===== src/rtl/seg_scan_driver.sv =====
// Four-digit 7-segment scan controller. It cycles through the digits at a
// programmable rate and latches the shown value only at frame boundaries, so a frame never mixes two values.
module seg_scan_driver #(
    parameter int unsigned REFRESH_DIV = 50000,
    parameter int unsigned CNT_W       = 16
) (
    input  logic        clk,
    input  logic        reset_n,
    input  logic [15:0] value,
    input  logic        load,
    input  logic        lz_en,
    output logic [1:0]  sel,
    output logic [3:0]  bcd,
    output logic        digit_blank,
    output logic        frame_done
);

    localparam logic [CNT_W-1:0] TC_VAL = CNT_W'(REFRESH_DIV - 1);

    logic [CNT_W-1:0] r_cnt;
    logic [1:0]       r_sel;
    logic [15:0]      r_shadow;
    logic [15:0]      r_disp;
    logic             r_frame_done;

    logic             w_tc;
    logic             w_wrap;
    logic             w_upper_zero;
    logic [3:0]       w_nibble;

    assign w_tc   = (r_cnt == TC_VAL);
    assign w_wrap = w_tc && (r_sel == 2'd3);

    always_ff @(posedge clk) begin
        if (!reset_n) begin
            r_cnt        <= '0;
            r_sel        <= '0;
            r_shadow     <= '0;
            r_disp       <= '0;
            r_frame_done <= 1'b0;
        end else begin
            if (w_tc) begin
                r_cnt <= '0;
                r_sel <= r_sel + 2'd1;
            end else begin
                r_cnt <= r_cnt + CNT_W'(1);
            end

            if (load) begin
                r_shadow <= value;
            end

            // A load landing on the wrap edge bypasses the shadow so it shows this frame.
            if (w_wrap) begin
                r_disp <= load ? value : r_shadow;
            end

            r_frame_done <= w_wrap;
        end
    end

    always_comb begin
        w_nibble     = r_disp[3:0];
        w_upper_zero = 1'b0;
        case (r_sel)
            2'd0: begin
                w_nibble     = r_disp[3:0];
                w_upper_zero = (r_disp == 16'h0000);
            end
            2'd1: begin
                w_nibble     = r_disp[7:4];
                w_upper_zero = (r_disp[15:4] == 12'h000);
            end
            2'd2: begin
                w_nibble     = r_disp[11:8];
                w_upper_zero = (r_disp[15:8] == 8'h00);
            end
            default: begin
                w_nibble     = r_disp[15:12];
                w_upper_zero = (r_disp[15:12] == 4'h0);
            end
        endcase
    end

    assign sel         = r_sel;
    assign bcd         = w_nibble;
    assign digit_blank = lz_en && (r_sel != 2'd0) && w_upper_zero;
    assign frame_done  = r_frame_done;

endmodule


===== config.mk =====
export PLATFORM = sky130hd
export DESIGN_NAME = seg_scan_driver
export DESIGN_NICKNAME = d
export VERILOG_FILES = /design/src/rtl/seg_scan_driver.sv
export SDC_FILE = /design/constraint.sdc
export NUM_CORES = 1
export LEC_CHECK = 0
export ABC_CLOCK_PERIOD_IN_PS = 3400
export CAP_MARGIN = 30
export CORE_MARGIN = 2
export CORE_UTILIZATION = 54
export DETAILED_ROUTE_END_ITERATION = 8
export PLACE_DENSITY_LB_ADDON = 0.2
export SYNTH_ARGS = -nofsm -noshare
export SYNTH_HDL_FRONTEND = slang
export SYNTH_SLANG_ARGS = --single-unit

===== constraint.sdc =====
create_clock -name clk -period 3.4 [get_ports clk]
set_clock_uncertainty 0.2 [all_clocks]
set_input_delay 0.68 -clock clk [delete_from_list [all_inputs] [get_ports clk]]
set_output_delay 0.68 -clock clk [all_outputs]
set_load 0.05 [all_outputs]

# Word-level counts from Yosys, hierarchy flattened
# Index checks and enable logic that the tools add are counted.
[word_totals]
out_inout_bits = 8
in_bits = 20
reg_bits = 51
word_cells = 25
[op_classes]
n_eq_ne = 4
n_mux = 3
add_sub_neg = 2
bitwise = 1
reduce_logical = 10
[op_table]
columns = ["cell", "n"]
rows = [
  ["16-bit by 1-bit adder with 16-bit output, second input constant", 1],
  ["16-bit equality test, second input constant", 1],
  ["16-bit zero test", 1],
  ["16-bit two-way mux", 1],
  ["12-bit zero test", 1],
  ["4-bit one-hot mux with 3 select lines", 1],
  ["8-bit zero test", 1],
  ["2-bit equality test, second input constant", 2],
  ["4-bit zero test", 1],
  ["1-bit logical AND", 3],
  ["1-bit one-hot mux with 3 select lines", 1],
  ["2-bit by 1-bit adder with 2-bit output, second input constant", 1],
  ["2-bit by 1-bit equality test with 1-bit output, second input constant", 1],
  ["2-bit zero test", 1],
  ["2-bit nonzero test", 1],
  ["2-bit OR reduction", 1],
  ["1-bit inverter", 1],
]

# Logic depth before layout (Yosys ltp)
# Gate-level depths: netlist of the first run.
[logic_depth]
ltp_word = 3
ltp_mapped = 6

# Worst setup path after synthesis of the first run
# Ideal clock, no wire load.
[synth_path]
path_type = "register -> output"
start = "register r_sel[0], in the netlist sel[0]"
end = "output digit_blank"
n_path_buf = 1
arrival_ns = 2.904
slack_ns = -0.384
t_required_ns = 2.520
path_stages_with_launch = 5
path_cell_list = "dfxtp_1 ha_1 clkbuf_1 a21oi_1 nor4b_1"
[synth_via]
elab_chain_cells = 3
elab_cells_between_ends = 7
cone_classes = "eq/ne (2); mux (1); reduce/logical (4)"
[synth_rtl]
columns = ["item", "line", "rtl"]
rows = [
  ["start: declaration", "21", "logic [1:0] r_sel;"],
  ["start signal: assignment", "44", "r_sel <= r_sel + 2'd1;"],
  ["2-bit equality test (tied with other cells)", "65", "case (r_sel)"],
  ["1-bit one-hot mux with 3 select lines / 1-bit logical AND (equally long branches)", "65, 87", ""],
  ["1-bit logical AND (*)", "87", "assign digit_blank = lz_en && (r_sel != 2'd0) && w_upper_zero;"],
  ["end: declaration", "14", "output logic digit_blank,"],
]
# Mark *: on every way between the ends. The rest lies on a longest branch, timed or not.

# Worst setup path after layout of the first run
[layout_path]
start = "register r_sel[0], in the netlist sel[0]"
end = "output bcd[3]"
[layout_via]
elab_chain_cells = 2
elab_cells_between_ends = 4
cone_classes = "eq/ne (2); mux (1); reduce/logical (1)"
[layout_rtl]
columns = ["item", "line", "rtl"]
rows = [
  ["2-bit equality test (tied with other cells)", "65", ""],
  ["4-bit one-hot mux with 3 select lines (*)", "65", ""],
  ["end: declaration", "13", "output logic [3:0] bcd,"],
]
# Marks and branches as above.

==> results of run 1 <==
-- per-layer routing --
layer | track usage, % | share of wire (%)
met4 | 8.25 | 1.2
met1 | 23.2 | 47
met5 | 0 | 0
met2 | 32.0 | 47
met3 | 5.26 | 5.0
-- metrics by stage --
stage | power (mW) | cell area, um^2 | worst slack, ns
after floorplan | 0.662 | 2230 | 0.294
after global placement | 0.693 | 2550 | 0.403
after detailed placement | 0.694 | 2550 | 0.381
after CTS | 1.12 | 2660 | 0.128
after global routing | 1.15 | 2660 | 0.00191
final | 1.11 | 2660 | 0.115
-- path summary, 6_finish.rpt --
| kind | end | depth (start not counted) |
|---|---|---|
| worst max-delay path | bcd[3] | 5 |
| worst min-delay path | r_cnt[0]$_SDFF_PP0_ | 1 |
| worst max register to register | r_cnt[14]$_SDFF_PP0_ | 5 |
| worst min register to register | r_cnt[0]$_SDFF_PP0_ | 1 |
-- synth_stat cells --
cell	instances	area, um^2
nor4b_1	1	8.76
mux2i_1	21	210
nand4b_1	1	8.76
and2_1	12	75.1
or4_4	1	11.3
xnor2_1	13	114
or3_1	1	6.26
nor4_4	1	21.3
nor3_1	3	15.0
or4bb_1	1	11.3
and3_1	1	6.26
or4_1	2	15.0
xor2_1	1	8.76
nor2_1	41	154
mux2_4	9	135
a222oi_1	4	40.0
a21oi_1	2	10.0
nand4_1	3	18.8
mux2_2	7	78.8
nand2_4	1	11.3
nand3_1	6	30.0
nor4_1	5	31.3
clkbuf_1	5	18.8
o31ai_1	1	7.51
nand2_1	4	15.0
dfxtp_1	51	1020
buf_4	1	7.51
buf_6	1	11.3
ha_1	6	75.1
inv_1	10	37.5
buf_2	1	5.00
a21o_1	1	7.51
-- layout make-up --
type | count | share of cell area (%)
clock buffer | 6 | 3.10
clock inverter | 2 | 1.32
inverter | 10 | 1.41
multi-input combinational | 149 | 42.5
sequential | 51 | 38.3
tap | 50 | 2.35
timing repair buffer | 30 | 11.0
-- worst max-delay path, stage by stage, from the launching register on --
cell	delay (ns)
dfxtp_1	0.46
inv_1	0.10
ha_1	0.27
a222oi_1	0.40
mux2i_1	0.14
clkdlybuf4s50_1	0.72
-- sequential cells by signal, indices dropped and copies added, names as in the netlist --
register,cells
frame_done,1
sel,2
r_disp,16
r_shadow,16
r_cnt,16
-- cells by family (layout without fill, tap and decap cells) --
family	Yosys count	count (layout)	share of synthesized area [%]
AND/OR/NAND/NOR	84	84	19.7
buffers and inverters	18	48	3.60
adder cells (fa/ha/maj)	6	6	3.37
flip-flops	51	51	45.8
XOR/XNOR	14	14	5.51
multiplexers	37	37	19.0
AO/OA/AOI/OAI	8	8	2.92
-- report_power, final --
| group | internal, mW | switching (mW) | total (mW) |
|---|---|---|---|
| registers | 0.611 | 0.00555 | 0.616 |
| logic | 0.0357 | 0.0273 | 0.0630 |
| clock network | 0.238 | 0.194 | 0.432 |
| total | 0.885 | 0.227 | 1.11 |
==> run metrics, run 1 <==
status complete, no violations; Filler cells between 300 and 400; commonest cells after routing, fill and taps aside 51 x dfxtp_1, 41 x nor2_1, 27 x clkdlybuf4s50_1, 21 x mux2i_1, 13 x xnor2_1; final hold vios 0; #FFs+latches synth about 50; final antenna diode count 0; Period minus WS final between 3 and 4 ns; Setup Buffers After CTS 0; Die H 68.2 um; final WL ~4100 um; I/O pin cnt 28; commonest non-fill, non-tap cell in the layout dfxtp_1; Die W ~68 um; Die Area about 4700 um^2; Clk pin slew, worst setup/hold paths roughly 0.09 ns; FF/Latch Area 1020 um^2; Root Buffer clkbuf_8; final non-filler cell total roughly 300; Layout area overhead 19.6%; PortBufs 27; Detailed Routing Iterations Pass 1 6; Final Wtd Congestion slightly above 0.8; RSZ-0062 raised after global routing false; Power Density roughly 420 nW/um^2; CP Class reg2out; flop-to-flop setup slack around 1 ns; core area ~4000 um^2; Seq/Total Area, Yosys a little under half; Worst Max-Slew Pin Slew roughly 0.51 ns; vias in the first global route roughly 1500; Site Rows 23; Mean Syn Cell Area 10.2 um^2; starting density of the core a little under three fifths; Cell Area, Synth 2230 um^2; Max clock buf depth 2; hold slack 0.277 ns; Setup TNS 0 ns; syn nets 244; hold_sp r_cnt[0]$_SDFF_PP0_; Inst Count DP 290; Netlist cell types 32; Final nets between 200 and 300; DPL Wire Length around 2900 um; largest net degree at the start of global routing 18; total track usage about a fifth; Slew Viols, Final 0; routed vias roughly 1600; WL/cell 13.6 um; # H-tree levels 2; Post-DRT Antenna Nets 0; r2r startpoint r_cnt[0]$_SDFF_PP0_; max cap viols 0; synth warn 0; layout cells sized above 1 about an eighth; TritonCTS clock tree yes; VDD IR-drop max approximately 0.00027 V; Crit. End Element output pin; global route total overflow 0; final setup fails 0; leakage 1.07 nW; CP startpoint sel[0]$_SDFFE_PN0P_; cts bufs inserted 5; post-route clock period utilization 96.6%; Initial DRC Count between 100 and 150; clk_lat worst skew between 0.3 and 0.4 ns; # DRC 0; startpoint types register; Crit path required time approximately 2.5 ns; first-pass GRT wire length 6640 um; area occupied by multi-input gates around 1100 um^2; TritonCTS Sinks 51; hold-fix buffers at CTS 0; f_max a little over 300 MHz; Worst EP arrival 2.40 ns; Max-slew headroom 66.0%; synthesized netlist cell count approximately 220; antenna violations before repair 0; fin util 67.1%; post_cts resized 0; via/cell ratio 5.24; critical-path maximum fanout 6; min-delay worst type reg2reg
Power figures use the tool's default switching activity.
==> run 2: changes to the inputs <==
--- a/config.mk
+++ b/config.mk
@@ -9,7 +9,9 @@
 export CAP_MARGIN = 30
 export CORE_MARGIN = 2
 export CORE_UTILIZATION = 54
+export CTS_CLUSTER_SIZE = 24
 export DETAILED_ROUTE_END_ITERATION = 8
+export GPL_TIMING_DRIVEN = 0
 export PLACE_DENSITY_LB_ADDON = 0.2
 export SYNTH_ARGS = -nofsm -noshare
 export SYNTH_HDL_FRONTEND = slang
==> run 2 against run 1 <==
  * Critical path depth stayed put
  * Via count is 0.83% higher
  * Register-to-register slack worse by 0.02 ns
  * Wire length is 2.0% lower
  * Global-route usage is 0.19 points higher
  * Worst hold slack better by 0.0070 ns
  * Design area is 0.66% higher
  * Sequential share of layout area is 0.25 points lower
  * Critical path type unchanged
  * Critical endpoint is now bcd[0]
==> run metrics, run 2 (synthesized netlist as in run 1, its figures left out) <==
busiest metal layer after global routing met2 (unchanged); Initial DRC Count 66 (was 110); core area 3970 um^2 (unchanged); Worst EP arrival 2.36 ns (was 2.40 ns); switching power 0.223 mW (was 0.227 mW); routed vias 1574 (was 1561); Die H 68.2 um (unchanged); Setup Buffers After CTS 0 (unchanged); min-delay worst type reg2reg (unchanged); Crit. End Element output pin (unchanged); cts bufs inserted 5 (unchanged); Worst Max-Slew Pin Slew 0.503 ns (was 0.508 ns); TritonCTS clock tree yes (unchanged); Detailed Routing Iterations Pass 1 5 (was 6); Gate power share 5.6% (was 5.7%); final WL 3980 um (was 4060 um); leakage 1.13 nW (was 1.07 nW); Setup TNS 0 ns (unchanged); critical-path cell list inv_1 -> ha_1 -> a222oi_1 -> mux2i_1 -> clkdlybuf4s50_1 (unchanged); vias in the first global route 1480 (was 1488); Max-slew headroom 66.4% (was 66.0%); commonest cells after routing, fill and taps aside 51 x dfxtp_1, 41 x nor2_1, 23 x clkdlybuf4s50_1, 21 x mux2i_1, 13 x xnor2_1 (was 51 x dfxtp_1, 41 x nor2_1, 27 x clkdlybuf4s50_1, 21 x mux2i_1, 13 x xnor2_1); commonest non-fill, non-tap cell in the layout dfxtp_1 (unchanged); internal power 0.883 mW (was 0.885 mW); Flop pwr share 55.7% (was 55.4%); # H-tree levels 2 (unchanged); flop-to-flop setup slack 1.00 ns (was 1.02 ns); global route total overflow 0 (unchanged); final hold vios 0 (unchanged); startpoint types register (unchanged); Root Buffer clkbuf_8 (unchanged); Filler cells 338 (was 354); # DRC 0 (unchanged); PortBufs 26 (was 27); GRT met3 Usage 5.43% (was 5.26%); clk_lat worst skew 0.30 ns (was 0.31 ns); Max clock buf depth 2 (unchanged); critical-path maximum fanout 6 (unchanged); final setup fails 0 (unchanged); hold_sp r_cnt[0]$_SDFF_PP0_ (unchanged); antenna violations before repair 0 (unchanged); Period minus WS final 3.24 ns (was 3.28 ns); Slew Viols, Final 0 (unchanged); DPL Wire Length 2870 um (was 2860 um); Clk pwr share 38.7% (was 38.9%); CP Class reg2out (unchanged); Final Wtd Congestion 0.806 (was 0.818); post-route clock period utilization 95.3% (was 96.6%); Crit path required time 2.52 ns (about the same); largest net degree at the start of global routing 16 (was 18); final antenna diode count 0 (unchanged); Layout area overhead 20.4% (was 19.6%); Clk pin slew, worst setup/hold paths 0.09 ns (about the same); CP startpoint sel[0]$_SDFFE_PN0P_ (unchanged); sw frac 20.1% (was 20.4%); first-pass GRT wire length 6620 um (was 6640 um); hold slack 0.284 ns (was 0.277 ns); starting density of the core 56.1% (unchanged); Final nets 277 (was 273); GRT met1 Usage 25.4% (was 23.2%); Power Density 413 nW/um^2 (was 417 nW/um^2); Die W 68.2 um (unchanged); CP max stage delay 0.71 ns (was 0.72 ns); layout cells sized above 1 12.3% (was 12.5%); RSZ-0062 raised after global routing false (unchanged); r2r startpoint r_cnt[0]$_SDFF_PP0_ (unchanged); TritonCTS Sinks 51 (unchanged); Post-DRT Antenna Nets 0 (unchanged); via/cell ratio 5.21 (was 5.24); status complete, no violations (unchanged); I/O pin cnt 28 (unchanged); Top Registers r_cnt: 16 flops, r_disp: 16 flops, r_shadow: 16 flops (unchanged); WL/cell 13.2 um (was 13.6 um); VDD IR-drop max 0.000294 V (was 0.000272 V); f_max 309 MHz (was 304 MHz); Site Rows 23 (unchanged); max cap viols 0 (unchanged); Slowest cell on crit path clkdlybuf4s50_1 (unchanged); Die Area 4650 um^2 (unchanged); total track usage 19.4% (was 19.2%); met2 Use GR 31.2% (was 32.0%)
-- run 2: cell count changes in the layout (fill, tap and decap cells not counted), sizes merged --
cell and change:
clkbuf +5, clkdlybuf4s50 -4, dlymetal6s2s +3
-- run 2: power groups by stage --
stage	Combinational [mW]	Sequential [mW]	Clock, mW
floorplan	0.0334	0.629	0
global placement	0.0624	0.630	0
detailed placement	0.0632	0.630	0
CTS	0.0636	0.616	0.441
global route	0.0700	0.618	0.465
finish	0.0623	0.616	0.428
-- run 2: cell type report --
class                   instances  area, um^2  share of cell area (%)
clock inverters                 2        35.0                    1.31
well taps                      50        62.6                    2.33
repair buffers                 26         268                    9.99
flip-flops and latches         51        1020                    38.1
clock buffers                   6        82.6                    3.08
inverters                      10        37.5                    1.40
plain buffers                   8        42.5                    1.59
multi-input cells             149        1130                    42.2
-- run 2: layer usage --
metal	vias to the layer above	part of all wire (%)	wire, um
met5	-	0	0
met4	0	1.2	46
met3	5	4.1	165
met2	34	46	1840
met1	725	48	1930
li1	810	-	-
-- run 2: final timing paths --
kind / to / cells after the start
worst max register to register: r_disp[7]$_SDFFE_PN0P_ / 6
worst min-delay path: r_cnt[0]$_SDFF_PP0_ / 1
worst max-delay path: bcd[0] / 5
worst min register to register: r_cnt[0]$_SDFF_PP0_ / 1
-- run 2: timing repair --
item	in CTS	in global routing
resized for setup	0	3
hold buffers	0	0
hold endpoints to repair	0	0
endpoints found under the setup margin	0	3
-- run 2: critical path, delay by kind of cell, from the launching register on --
kind,cells,cell delay [ns]
buffers and inverters,2,0.81
DFF,1,0.46
AOI/OAI and AO/OA,1,0.38
adders and majority gates,1,0.27
muxes,1,0.13
-- run 2: per-stage QoR --
step	total power [mW]	cells	util [%]	setup WS [ns]	instance area (um^2)
CTS	1.12	302	67.3	0.0714	2670
floorplan	0.662	218	-	0.294	2230
detailed placement	0.694	294	64.4	0.335	2560
global route	1.15	302	67.5	0.0397	2680
finish	1.11	302	67.5	0.160	2680
global placement	0.692	294	64.4	0.355	2560
==> run 3: changes to the inputs <==
--- a/config.mk
+++ b/config.mk
@@ -8,11 +8,13 @@
 export ABC_CLOCK_PERIOD_IN_PS = 3400
 export CAP_MARGIN = 30
 export CORE_MARGIN = 2
-export CORE_UTILIZATION = 54
+export CORE_UTILIZATION = 61
+export CTS_BUF_LIST = sky130_fd_sc_hd__clkbuf_4 sky130_fd_sc_hd__clkbuf_8
 export CTS_CLUSTER_SIZE = 24
 export DETAILED_ROUTE_END_ITERATION = 8
 export GPL_TIMING_DRIVEN = 0
 export PLACE_DENSITY_LB_ADDON = 0.2
+export SLEW_MARGIN = 20
 export SYNTH_ARGS = -nofsm -noshare
 export SYNTH_HDL_FRONTEND = slang
 export SYNTH_SLANG_ARGS = --single-unit
==> run 3 against run 2 <==
  * Design area fell by 1.8%
  * Die area is 11% lower
  * Register-to-register slack barely moved
  * Highest routed layer unchanged
  * Largest cell class unchanged
  * Critical path type unchanged
==> run metrics, run 3 (synthesized netlist as in run 1, its figures left out) <==
status complete, no violations (unchanged); final antenna diode count 0 (unchanged); Worst Slack Setup Final 0.115 ns (was 0.160 ns); Period minus WS final 3.29 ns (was 3.24 ns); Slew Viols, Final 0 (unchanged); routed vias 1587 (was 1574); Layout area overhead 18.3% (was 20.4%); final setup fails 0 (unchanged); Worst Max-Slew Pin Slew 0.561 ns (was 0.503 ns); # DRC 0 (unchanged); antenna violations before repair 0 (unchanged); RSZ-0062 raised after global routing false (unchanged); CP max stage delay 0.72 ns (was 0.71 ns); I/O pin cnt 28 (unchanged); clk_lat worst skew 0.35 ns (was 0.30 ns); Clk pin slew, worst setup/hold paths 0.13 ns (was 0.09 ns); Top Registers r_cnt: 16 flops, r_disp: 16 flops, r_shadow: 16 flops (unchanged); commonest cells after routing, fill and taps aside 51 x dfxtp_1, 41 x nor2_1, 22 x clkdlybuf4s50_1, 21 x mux2i_1, 13 x xnor2_1 (was 51 x dfxtp_1, 41 x nor2_1, 23 x clkdlybuf4s50_1, 21 x mux2i_1, 13 x xnor2_1); Initial DRC Count 99 (was 66); Final Wtd Congestion 0.836 (was 0.806); final hold vios 0 (unchanged); PortBufs 26 (unchanged); Slowest cell on crit path clkdlybuf4s50_1 (unchanged); Final nets 277 (unchanged); Worst EP arrival 2.41 ns (was 2.36 ns); CP Class reg2out (unchanged); max cap viols 0 (unchanged); hold-fix buffers at CTS 0 (unchanged); pre-CTS setup slack 0.382 ns (was 0.335 ns); largest net degree at the start of global routing 15 (was 16); leakage 1.13 nW (about the same); Die Area 4150 um^2 (was 4650 um^2); VDD IR-drop max 0.000351 V (was 0.000294 V); met2 Use GR 37.9% (was 31.2%); core area 3420 um^2 (was 3970 um^2); post-route clock period utilization 96.6% (was 95.3%); starting density of the core 65.2% (was 56.1%); Crit path required time 2.52 ns (about the same); GRT met3 Usage 5.03% (was 5.43%); min-delay worst type reg2reg (unchanged); critical-path maximum fanout 6 (unchanged); # H-tree levels 2 (unchanged); GRT met1 Usage 25.7% (was 25.4%); via/cell ratio 5.33 (was 5.21); Max-slew headroom 62.6% (was 66.4%); final WL 3950 um (was 3980 um); hold slack 0.284 ns (about the same); Setup TNS 0 ns (unchanged); Max clock buf depth 2 (unchanged); Detailed Routing Iterations Pass 1 4 (was 5); layout cells sized above 1 12.3% (unchanged); Die H 64.4 um (was 68.2 um); Crit. End Element output pin (unchanged); busiest metal layer after global routing met2 (unchanged); Site Rows 21 (was 23); critical-path cell list inv_1 -> ha_1 -> a222oi_1 -> mux2i_1 -> clkdlybuf4s50_1 (unchanged); global route total overflow 0 (unchanged); Power Density 374 nW/um^2 (was 413 nW/um^2); vias in the first global route 1585 (was 1480); Die W 64.4 um (was 68.2 um); cts bufs inserted 5 (unchanged); TritonCTS clock tree yes (unchanged); startpoint types register (unchanged); DPL Wire Length 2910 um (was 2870 um); Root Buffer clkbuf_4 (was clkbuf_8); f_max 304 MHz (was 309 MHz); total track usage 21.2% (was 19.4%); commonest non-fill, non-tap cell in the layout dfxtp_1 (unchanged); WL/cell 13.2 um (about the same); first-pass GRT wire length 6960 um (was 6620 um); Post-DRT Antenna Nets 0 (unchanged); TritonCTS Sinks 51 (unchanged); Filler cells 237 (was 338)
run 3: worst paths after layout:
kind | from | end | slack [ns] | cells past startpoint
hold reg to reg | r_cnt[0]$_SDFF_PP0_ | r_cnt[0]$_SDFF_PP0_ | 0.28 | 1
setup / recovery | sel[0]$_SDFFE_PN0P_ | bcd[1] | 0.11 | 5
setup reg to reg | r_cnt[0]$_SDFF_PP0_ | r_disp[11]$_SDFFE_PN0P_ | 1.00 | 6
hold / removal | r_cnt[0]$_SDFF_PP0_ | r_cnt[0]$_SDFF_PP0_ | 0.28 | 1
run 3: routing by layer:
| layer | up-vias | wire length, um |
|---|---|---|
| met5 | - | 0 |
| met4 | 0 | 42 |
| met3 | 6 | 157 |
| met2 | 28 | 1920 |
| met1 | 742 | 1830 |
| li1 | 811 | - |
run 3: where the power goes:
part | switching (mW) | internal [mW]
Clock | 0.174 | 0.130
Combinational | 0.0289 | 0.0346
Sequential | 0.00545 | 0.612
run 3: cell type report:
type,instances,area [um^2],share of cell area (%)
Inverter,10,37.5,1.43
Clock buffer,8,72.6,2.76
Sequential cell,51,1020,38.8
Timing Repair Buffer,26,270,10.3
Multi-Input combinational cell,149,1130,43.0
Buffer,8,42.5,1.62
Tap cell,46,57.6,2.19
run 3: through the flow:
stage	instance area [um^2]	utilization (%)	std cells	total power, mW
global placement	2550	74.7	290	0.692
global route	2630	77.1	298	1.03
CTS	2620	76.8	298	0.992
detailed placement	2550	74.7	290	0.694
floorplan	2230	-	218	0.662
finish	2630	77.1	298	0.984
run 3: what timing repair did:
action / 4_1_cts / 5_1_grt
endpoints found under the setup margin: 0 / 4
setup buffers: 0 / 0
resized for setup: 0 / 4
run 3: worst max-delay path: cells and delay by family (launching register included):
family | cells | cell delay (ns)
buf+inv | 2 | 0.83
mux | 1 | 0.14
fa+ha+maj | 1 | 0.26
compound gates | 1 | 0.34
flops | 1 | 0.48
